## src/rtl/ahb_pkg.sv

```systemverilog
// AHB-Lite constants and bridge state type shared by the memory bridge files.
//   HTRANS_*  : transfer type encodings used by the bridge (IDLE, NONSEQ)
//   HSIZE_*   : transfer size encodings (byte, halfword, word)
//   HBURST_*  : burst encoding (SINGLE only)
//   bridge_state_t : IDLE -> ADDR -> DATA sequencing of one transfer
//   size_to_hsize  : maps the controller's 2-bit size code onto HSIZE
package ahb_pkg;

  localparam logic [1:0] HTRANS_IDLE   = 2'b00;
  localparam logic [1:0] HTRANS_NONSEQ = 2'b10;

  localparam logic [2:0] HSIZE_BYTE = 3'b000;
  localparam logic [2:0] HSIZE_HALF = 3'b001;
  localparam logic [2:0] HSIZE_WORD = 3'b010;

  localparam logic [2:0] HBURST_SINGLE = 3'b000;

  typedef enum logic [1:0] {
    IDLE,
    ADDR,
    DATA
  } bridge_state_t;

  // Size code 3 is not a legal request size; it is treated as a word.
  function automatic logic [2:0] size_to_hsize(input logic [1:0] size);
    case (size)
      2'd0:    return HSIZE_BYTE;
      2'd1:    return HSIZE_HALF;
      default: return HSIZE_WORD;
    endcase
  endfunction

endpackage

```

## src/rtl/ahb_lane_align.sv

```systemverilog
// Combinational byte-lane steering for the AHB memory bridge.
//   hsize       in  3       latched transfer size (HSIZE encoding)
//   addr_lo     in  2       original (unaligned) request address bits [1:0]
//   wdata       in  DATA_W  store data, right-justified
//   wdata_lanes out DATA_W  store data replicated across all lanes for HWDATA
//   hrdata      in  DATA_W  raw read data from the bus
//   rdata       out DATA_W  selected lane, zero-extended
// Only DATA_W = 32 is supported.
module ahb_lane_align
  import ahb_pkg::*;
#(
  parameter int unsigned DATA_W = 32
) (
  input  logic [2:0]        hsize,
  input  logic [1:0]        addr_lo,
  input  logic [DATA_W-1:0] wdata,
  output logic [DATA_W-1:0] wdata_lanes,
  input  logic [DATA_W-1:0] hrdata,
  output logic [DATA_W-1:0] rdata
);

  always_comb begin
    wdata_lanes = wdata;
    rdata       = hrdata;
    case (hsize)
      HSIZE_BYTE: begin
        wdata_lanes = {4{wdata[7:0]}};
        rdata       = {24'h0, hrdata[{addr_lo, 3'b000} +: 8]};
      end
      HSIZE_HALF: begin
        // addr_lo[0] is ignored: the bus address was forced to half alignment.
        wdata_lanes = {2{wdata[15:0]}};
        rdata       = {16'h0, hrdata[{addr_lo[1], 4'b0000} +: 16]};
      end
      default: begin
        wdata_lanes = wdata;
        rdata       = hrdata;
      end
    endcase
  end

endmodule

```

## src/rtl/ahb_mem_bridge.sv

```systemverilog
// Single-transfer AHB-Lite master fed by the multicycle controller's memory controls.
// Each accepted request becomes one NONSEQ/SINGLE transfer; stall stays high until the
// one-cycle rsp_valid pulse, and read data is returned lane-steered and zero-extended.
//   clk, reset (async, active-high)
//   req_valid/req_ready/req_write/req_size/req_addr/req_wdata : request side
//   stall, rsp_valid, rsp_rdata, rsp_err                       : response side
//   HADDR HTRANS HWRITE HSIZE HBURST HPROT HWDATA               : AHB master outputs (registered)
//   HRDATA HREADY HRESP                                         : AHB slave inputs
// Build option: define AHB_BRIDGE_ERR_EN to honour HRESP (error completes with rsp_err=1 and
// leaves rsp_rdata untouched). Without it HRESP is ignored and rsp_err is constant 0.
module ahb_mem_bridge
  import ahb_pkg::*;
#(
  parameter int unsigned ADDR_W    = 32,
  parameter int unsigned DATA_W    = 32,
  parameter logic [3:0]  HPROT_VAL = 4'b0011
) (
  input  logic              clk,
  input  logic              reset,
  input  logic              req_valid,
  output logic              req_ready,
  input  logic              req_write,
  input  logic [1:0]        req_size,
  input  logic [ADDR_W-1:0] req_addr,
  input  logic [DATA_W-1:0] req_wdata,
  output logic              stall,
  output logic              rsp_valid,
  output logic [DATA_W-1:0] rsp_rdata,
  output logic              rsp_err,
  output logic [ADDR_W-1:0] HADDR,
  output logic [1:0]        HTRANS,
  output logic              HWRITE,
  output logic [2:0]        HSIZE,
  output logic [2:0]        HBURST,
  output logic [3:0]        HPROT,
  output logic [DATA_W-1:0] HWDATA,
  input  logic [DATA_W-1:0] HRDATA,
  input  logic              HREADY,
  input  logic              HRESP
);

  bridge_state_t state_q, state_d;

  logic              write_q;
  logic [2:0]        hsize_q;
  logic [1:0]        addr_lo_q;
  logic [DATA_W-1:0] wdata_q;
  logic [ADDR_W-1:0] haddr_q;
  logic [1:0]        htrans_q;
  logic [DATA_W-1:0] hwdata_q;
  logic              rsp_valid_q;
  logic              rsp_err_q;
  logic [DATA_W-1:0] rsp_rdata_q;

  logic [2:0]        req_hsize;
  logic [ADDR_W-1:0] req_haddr;
  logic [DATA_W-1:0] wdata_lanes;
  logic [DATA_W-1:0] rdata_lane;
  logic              accept, addr_done, data_done, xfer_err;

`ifdef AHB_BRIDGE_ERR_EN
  assign xfer_err = HRESP;
`else
  logic unused_hresp;
  assign unused_hresp = HRESP;
  assign xfer_err     = 1'b0;
`endif

  assign accept    = (state_q == IDLE) && req_valid;
  assign addr_done = (state_q == ADDR) && HREADY;
  assign data_done = (state_q == DATA) && HREADY;

  // Bus address is aligned to the transfer size; the raw low bits are kept for steering.
  always_comb begin
    req_hsize = size_to_hsize(req_size);
    req_haddr = req_addr;
    if (req_hsize == HSIZE_HALF) begin
      req_haddr[0] = 1'b0;
    end else if (req_hsize == HSIZE_WORD) begin
      req_haddr[1:0] = 2'b00;
    end
  end

  always_comb begin
    state_d = state_q;
    case (state_q)
      IDLE:    if (req_valid) state_d = ADDR;
      ADDR:    if (HREADY)    state_d = DATA;
      DATA:    if (HREADY)    state_d = IDLE;
      default: state_d = IDLE;
    endcase
  end

  ahb_lane_align #(
    .DATA_W(DATA_W)
  ) u_lane_align (
    .hsize      (hsize_q),
    .addr_lo    (addr_lo_q),
    .wdata      (wdata_q),
    .wdata_lanes(wdata_lanes),
    .hrdata     (HRDATA),
    .rdata      (rdata_lane)
  );

  always_ff @(posedge clk or posedge reset) begin
    if (reset) begin
      state_q     <= IDLE;
      write_q     <= 1'b0;
      hsize_q     <= HSIZE_BYTE;
      addr_lo_q   <= 2'b00;
      wdata_q     <= '0;
      haddr_q     <= '0;
      htrans_q    <= HTRANS_IDLE;
      hwdata_q    <= '0;
      rsp_valid_q <= 1'b0;
      rsp_err_q   <= 1'b0;
      rsp_rdata_q <= '0;
    end else begin
      state_q     <= state_d;
      rsp_valid_q <= data_done;
      rsp_err_q   <= data_done && xfer_err;
      if (accept) begin
        write_q   <= req_write;
        hsize_q   <= req_hsize;
        addr_lo_q <= req_addr[1:0];
        wdata_q   <= req_wdata;
        haddr_q   <= req_haddr;
        htrans_q  <= HTRANS_NONSEQ;
      end
      if (addr_done) begin
        htrans_q <= HTRANS_IDLE;
        hwdata_q <= wdata_lanes;
      end
      if (data_done && !write_q && !xfer_err) begin
        rsp_rdata_q <= rdata_lane;
      end
    end
  end

  assign req_ready = (state_q == IDLE);
  assign stall     = (state_q != IDLE);
  assign rsp_valid = rsp_valid_q;
  assign rsp_err   = rsp_err_q;
  assign rsp_rdata = rsp_rdata_q;
  assign HADDR     = haddr_q;
  assign HTRANS    = htrans_q;
  assign HWRITE    = write_q;
  assign HSIZE     = hsize_q;
  assign HWDATA    = hwdata_q;
  assign HBURST    = HBURST_SINGLE;
  assign HPROT     = HPROT_VAL;

endmodule

```

## config.mk

```make
export PLATFORM = sky130hd
export DESIGN_NAME = ahb_mem_bridge
export DESIGN_NICKNAME = d
export VERILOG_FILES = /design/src/rtl/ahb_pkg.sv /design/src/rtl/ahb_lane_align.sv /design/src/rtl/ahb_mem_bridge.sv
export SDC_FILE = /design/constraint.sdc
export NUM_CORES = 1
export LEC_CHECK = 0
export ABC_AREA = 1
export BUFFER_PORTS_ARGS = -buffer_cell sky130_fd_sc_hd__buf_4
export CAP_MARGIN = 40
export CORE_MARGIN = 2
export CORE_UTILIZATION = 30
export CTS_BUF_LIST = sky130_fd_sc_hd__clkbuf_8
export DETAILED_ROUTE_END_ITERATION = 8
export PLACE_DENSITY = 0.5
export SYNTH_ARGS = -nofsm -noshare
export SYNTH_HDL_FRONTEND = slang
export SYNTH_HIERARCHICAL = 1
export SYNTH_SLANG_ARGS = --single-unit
```

## constraint.sdc

```tcl
create_clock -name clk -period 4.8 [get_ports clk]
set_clock_uncertainty 0.05 [all_clocks]
set_input_delay 0.96 -clock clk [delete_from_list [all_inputs] [get_ports clk]]
set_output_delay 0.96 -clock clk [all_outputs]
set_load 0.005 [all_outputs]
```

---- Yosys cells after proc, flatten, opt, wreduce, memory -nomap -nowiden ----
Cells that the tools add are included.
word-level totals
  memory bits (read-only) ................. 0
  logic and storage cells ................. 44
  register bits after elaboration ......... 139
  bits in writable memories ............... 0
  memories ................................ 0
  latch bits .............................. 0
  bits of input ports ..................... 104
  output and inout bits ................... 113
operators by class
  shifts and indexed selects .............. 2
  eq/ne operators ......................... 9
  add/sub/neg operators ................... 0
  divide/modulo/power cells ............... 0
  bitwise logic cells ..................... 0
  multipliers ............................. 0
  order comparisons ....................... 0
  reductions and logical operators ........ 11
  mux-type cells .......................... 12
operators with widths
  kind                                           count
  one-hot mux 32 bit (2 select lines)            2
  variable part select 32 x 6 -> 16 bit          1
  variable part select 32 x 6 -> 8 bit           1
  2-to-1 mux 2 bit                               6
  == test 3 x 1 -> 1 bit, second input constant  2
  inequality test 2 bit, second input constant   3
  one-hot mux 2 bit (3 select lines)             1
  == test 2 x 1 -> 1 bit, second input constant  2
  logical AND 1 bit                              4
  logical NOT 2 bit                              2
  one-hot mux 2 bit (2 select lines)             1
  nonzero test 2 bit                             2
  == test 3 x 2 -> 1 bit, second input constant  1
  logical NOT 3 bit                              1
  AND reduction 3 bit                            1
  == test 2 bit, second input constant           1
  2-to-1 mux 1 bit                               2
  logical NOT 1 bit                              1

---- Depth between registers and ports, before layout ----
  depth in word-level cells ............... 5
  gate-level depth with buffers ........... 9
  depth with buffers taken out ............ 8

---- Cells and area by module ----
Netlist, hierarchy kept.
by module, submodules not included
  module          seq. area each (sq um)  times used  cells an instance  area an instance (sq um)
  ahb_mem_bridge  3428.3                  1           608                5519.0
  ahb_lane_align  0.0                     1           238                1097.3

---- Worst setup path before layout ----
Ideal clock, no wire load.
  kind .................................... flip-flop to output port
  start ................................... reg state_q[0]
  end ..................................... out stall
  required time ........................... 3.790 ns
  stages on the path, launching flop included .. 4
  buffers on the path ..................... 1
  arrival time ............................ 0.889 ns
  slack ................................... 2.901 ns
  cell sequence ........................... dfrtp_1 nor2_4 buf_2 inv_1
between the ends
  longest elaborated chain between the ends .. 1
ends and longest elaborated chain
  item                      line                   RTL
  start: declaration        ahb_mem_bridge.sv:42   bridge_state_t state_q, state_d;
  start signal: assignment  ahb_mem_bridge.sv:119  state_q <= state_d;
  nonzero test 2 bit        ahb_mem_bridge.sv:141  assign stall = (state_q != IDLE);
  end: declaration          ahb_mem_bridge.sv:26   output logic stall,
Every way passes these cells.

---- Worst setup path in the final report ----
Same ends and word-level chain as after synthesis.

==> results_dict.tcl <==
set metrics [dict create \
    cpPeakStageDelay_ns 0.50 \
    synth_common_cells "nand2_1, dfrtp_1, nand3_1, inv_1, nand4_1" \
    cp_top_family "flip-flops" \
    clkTransAtPathRegs_ns 0.08 \
    final_nets 1122 \
    synth_top_cells_by_area "dfrtp_1, nand2_1, nand3_1" \
    clk-insertion-delay-late_ns 0.45 \
    crit_path_cell_trace "nor2_4, inv_1, buf_4" \
    ctsResizeCount 0 \
    die_area_um2 23300 \
    utilization_pct 39.7 \
    hold_buffers 0 \
    tns_ns 0 \
    insertedDiodeCount 0 \
    core_region_area_um2 21800 \
    fmaxAchievable_ghz 0.378 \
    hold_class "in -> async" \
    route.detailed.drc 0 \
    start_util_pct 30.4 \
    setup_violations 0 \
    synth_top_area_cell "dfrtp_1" \
    syn-instance-count 846 \
    yosysWarnings 6 \
    cts-htree-levels 4 \
    async_flop_share_pct 100 \
    die_h_um 153 \
    ys_ff_latch 137 \
    synth.cell_area_um2 6620 \
    ant_nets 0 \
    drv_cap 0 \
    grt_pass1_wl_mm 32.7 \
    synth_area_per_cell_um2 7.82 \
    finalWirelength_mm 20.7 \
    cts_root_buf "clkbuf_8" \
    gr-total-overflow 0 \
    synth_ff_type "dfrtp_1" \
    wire_per_inst_um 15.8 \
    timing.max_slew.rel_slack_pct 49.1 \
    cts.sinks 137 \
    gp_congestion 0.772 \
    fin_crit_ns 2.64 \
    slew_violations 0 \
    critPathSlowestCell "dfrtp_1" \
    grt_max_degree 86 \
    worstSetupPathType "reg -> out" \
    vias 6010 \
    status "complete, no violations" \
    first_pass_iters 5 \
    arrival_ns 1.63 \
    worstSetupStartpointType "flip-flop" \
    drtIter0Drc 331 \
    hpwl_mm 13.9 \
    cp.buffers_inverters 2 \
    final_hold_viol_count 0 \
    synth_edf_count 0 \
    ios 217 \
    yosysMostFrequentCell "nand2_1" \
    die_w_um 153 \
    syn_to_final_growth_pct 30.4 \
    cts_setup_buffers 0 \
    p_leak_nw 4.78 \
    grt_usage_pct 17.8 \
    synth_cell_types 28 \
    cp.required_ns 3.79 \
    cts_buffers 17 \
    worstMarginPinSlew_ns 0.761 \
    crit_fanout 20 \
    post-route-period-util_pct 55.1 \
    drive_above_1_share_pct 25.4 \
    antenna_found_initial 0 \
    powerDensity_nw_per_um2 616 \
    yosysSeqAreaShare_pct 51.8 \
    row_count 54 \
    via_per_inst 4.58 \
    portBuffers 205 \
    peakVddDrop_mv 0.187 \
    clk_path_buf_depth 2 \
    endpoint_kind "primary output" \
    synth.top_cell.area_share_pct 51.8 \
    first_global_vias 5872 \
    cts_tree "yes" \
    rsz0062_at_grt "no" \
]
[worst paths after layout]
kind	start	to	slack, ns	cells past startpoint
setup / recovery	state_q[0]	stall	2.16	3
setup reg to reg	state_q[0]	HSIZE[1]	2.25	6
min in group clk	HADDR[2]	HADDR[2]	0.43	2
hold reg to reg	HADDR[2]	HADDR[2]	0.43	2
hold / removal	reset	HADDR[3]	0.34	2
max in group asynchronous	reset	HWDATA[24]	3.32	4
[flip-flops by register name, summed over array words and instances (netlist names), 2 cells and up]
name       count
rsp_rdata     32
HWDATA        32
HSIZE          2
HADDR         32
addr_lo_q      2
wdata_q       32
state_q        2
[where the power goes]
group,internal [mW],switching [mW],leakage [nW]
sequential,1.69,0.396,1.73
clock,0.541,0.507,0.214
combinational,0.964,1.22,2.84
total,3.19,2.12,4.78
[cell families (layout without fill, tap and decap cells)]
| kind of cell | Yosys count | after routing | synth area share [%] |
|---|---|---|---|
| and+or+nand+nor | 545 | 545 | 34.7 |
| DFF | 137 | 137 | 51.8 |
| buffers and inverters | 117 | 292 | 9.46 |
| other | 2 | 12 | 0.114 |
| AOI/OAI and AO/OA | 45 | 45 | 3.88 |
[per-stage QoR]
| step | hold slack [ns] | cell area, um^2 | setup slack [ns] | std cells | power (mW) |
|---|---|---|---|---|---|
| floorplan | 0.392 | 6650 | 0.122 | 856 | 3.33 |
| global placement | 0.404 | 8140 | 2.04 | 1276 | 4.30 |
| detailed placement | 0.408 | 8200 | 2.02 | 1279 | 4.34 |
| CTS | 0.307 | 8630 | 2.12 | 1311 | 5.42 |
| global route | 0.304 | 8630 | 1.96 | 1311 | 5.77 |
| finish | 0.335 | 8630 | 2.16 | 1311 | 5.31 |
[area by class of cell]
type,count,area [um^2]
clock inverter,14,185
timing repair buffer,214,1640
fill,2348,13100
clock buffer,18,248
multi-input combinational,602,2600
sequential,137,3430
inverter,46,178
tap,280,350
[per-layer routing]
metal | part of all wire [%] | GRT usage (%)
met5 | 0 | 0
met4 | 0.86 | 4.23
met3 | 6.4 | 4.75
met2 | 49 | 29.9
met1 | 43 | 23.1
[placed cells by master (no fill, tap or decap), types with 4 or more instances in the layout]
cell type	instances
inv_1	40
inv_6	4
a21oi_1	15
clkbuf_8	18
o21ai_0	13
dfrtp_1	137
nand3_1	72
o211ai_1	8
conb_1	12
nor2_1	31
inv_2	5
nand2_1	397
nand4_1	33
o22ai_1	7
buf_4	211
Power figures use the tool's default switching activity.
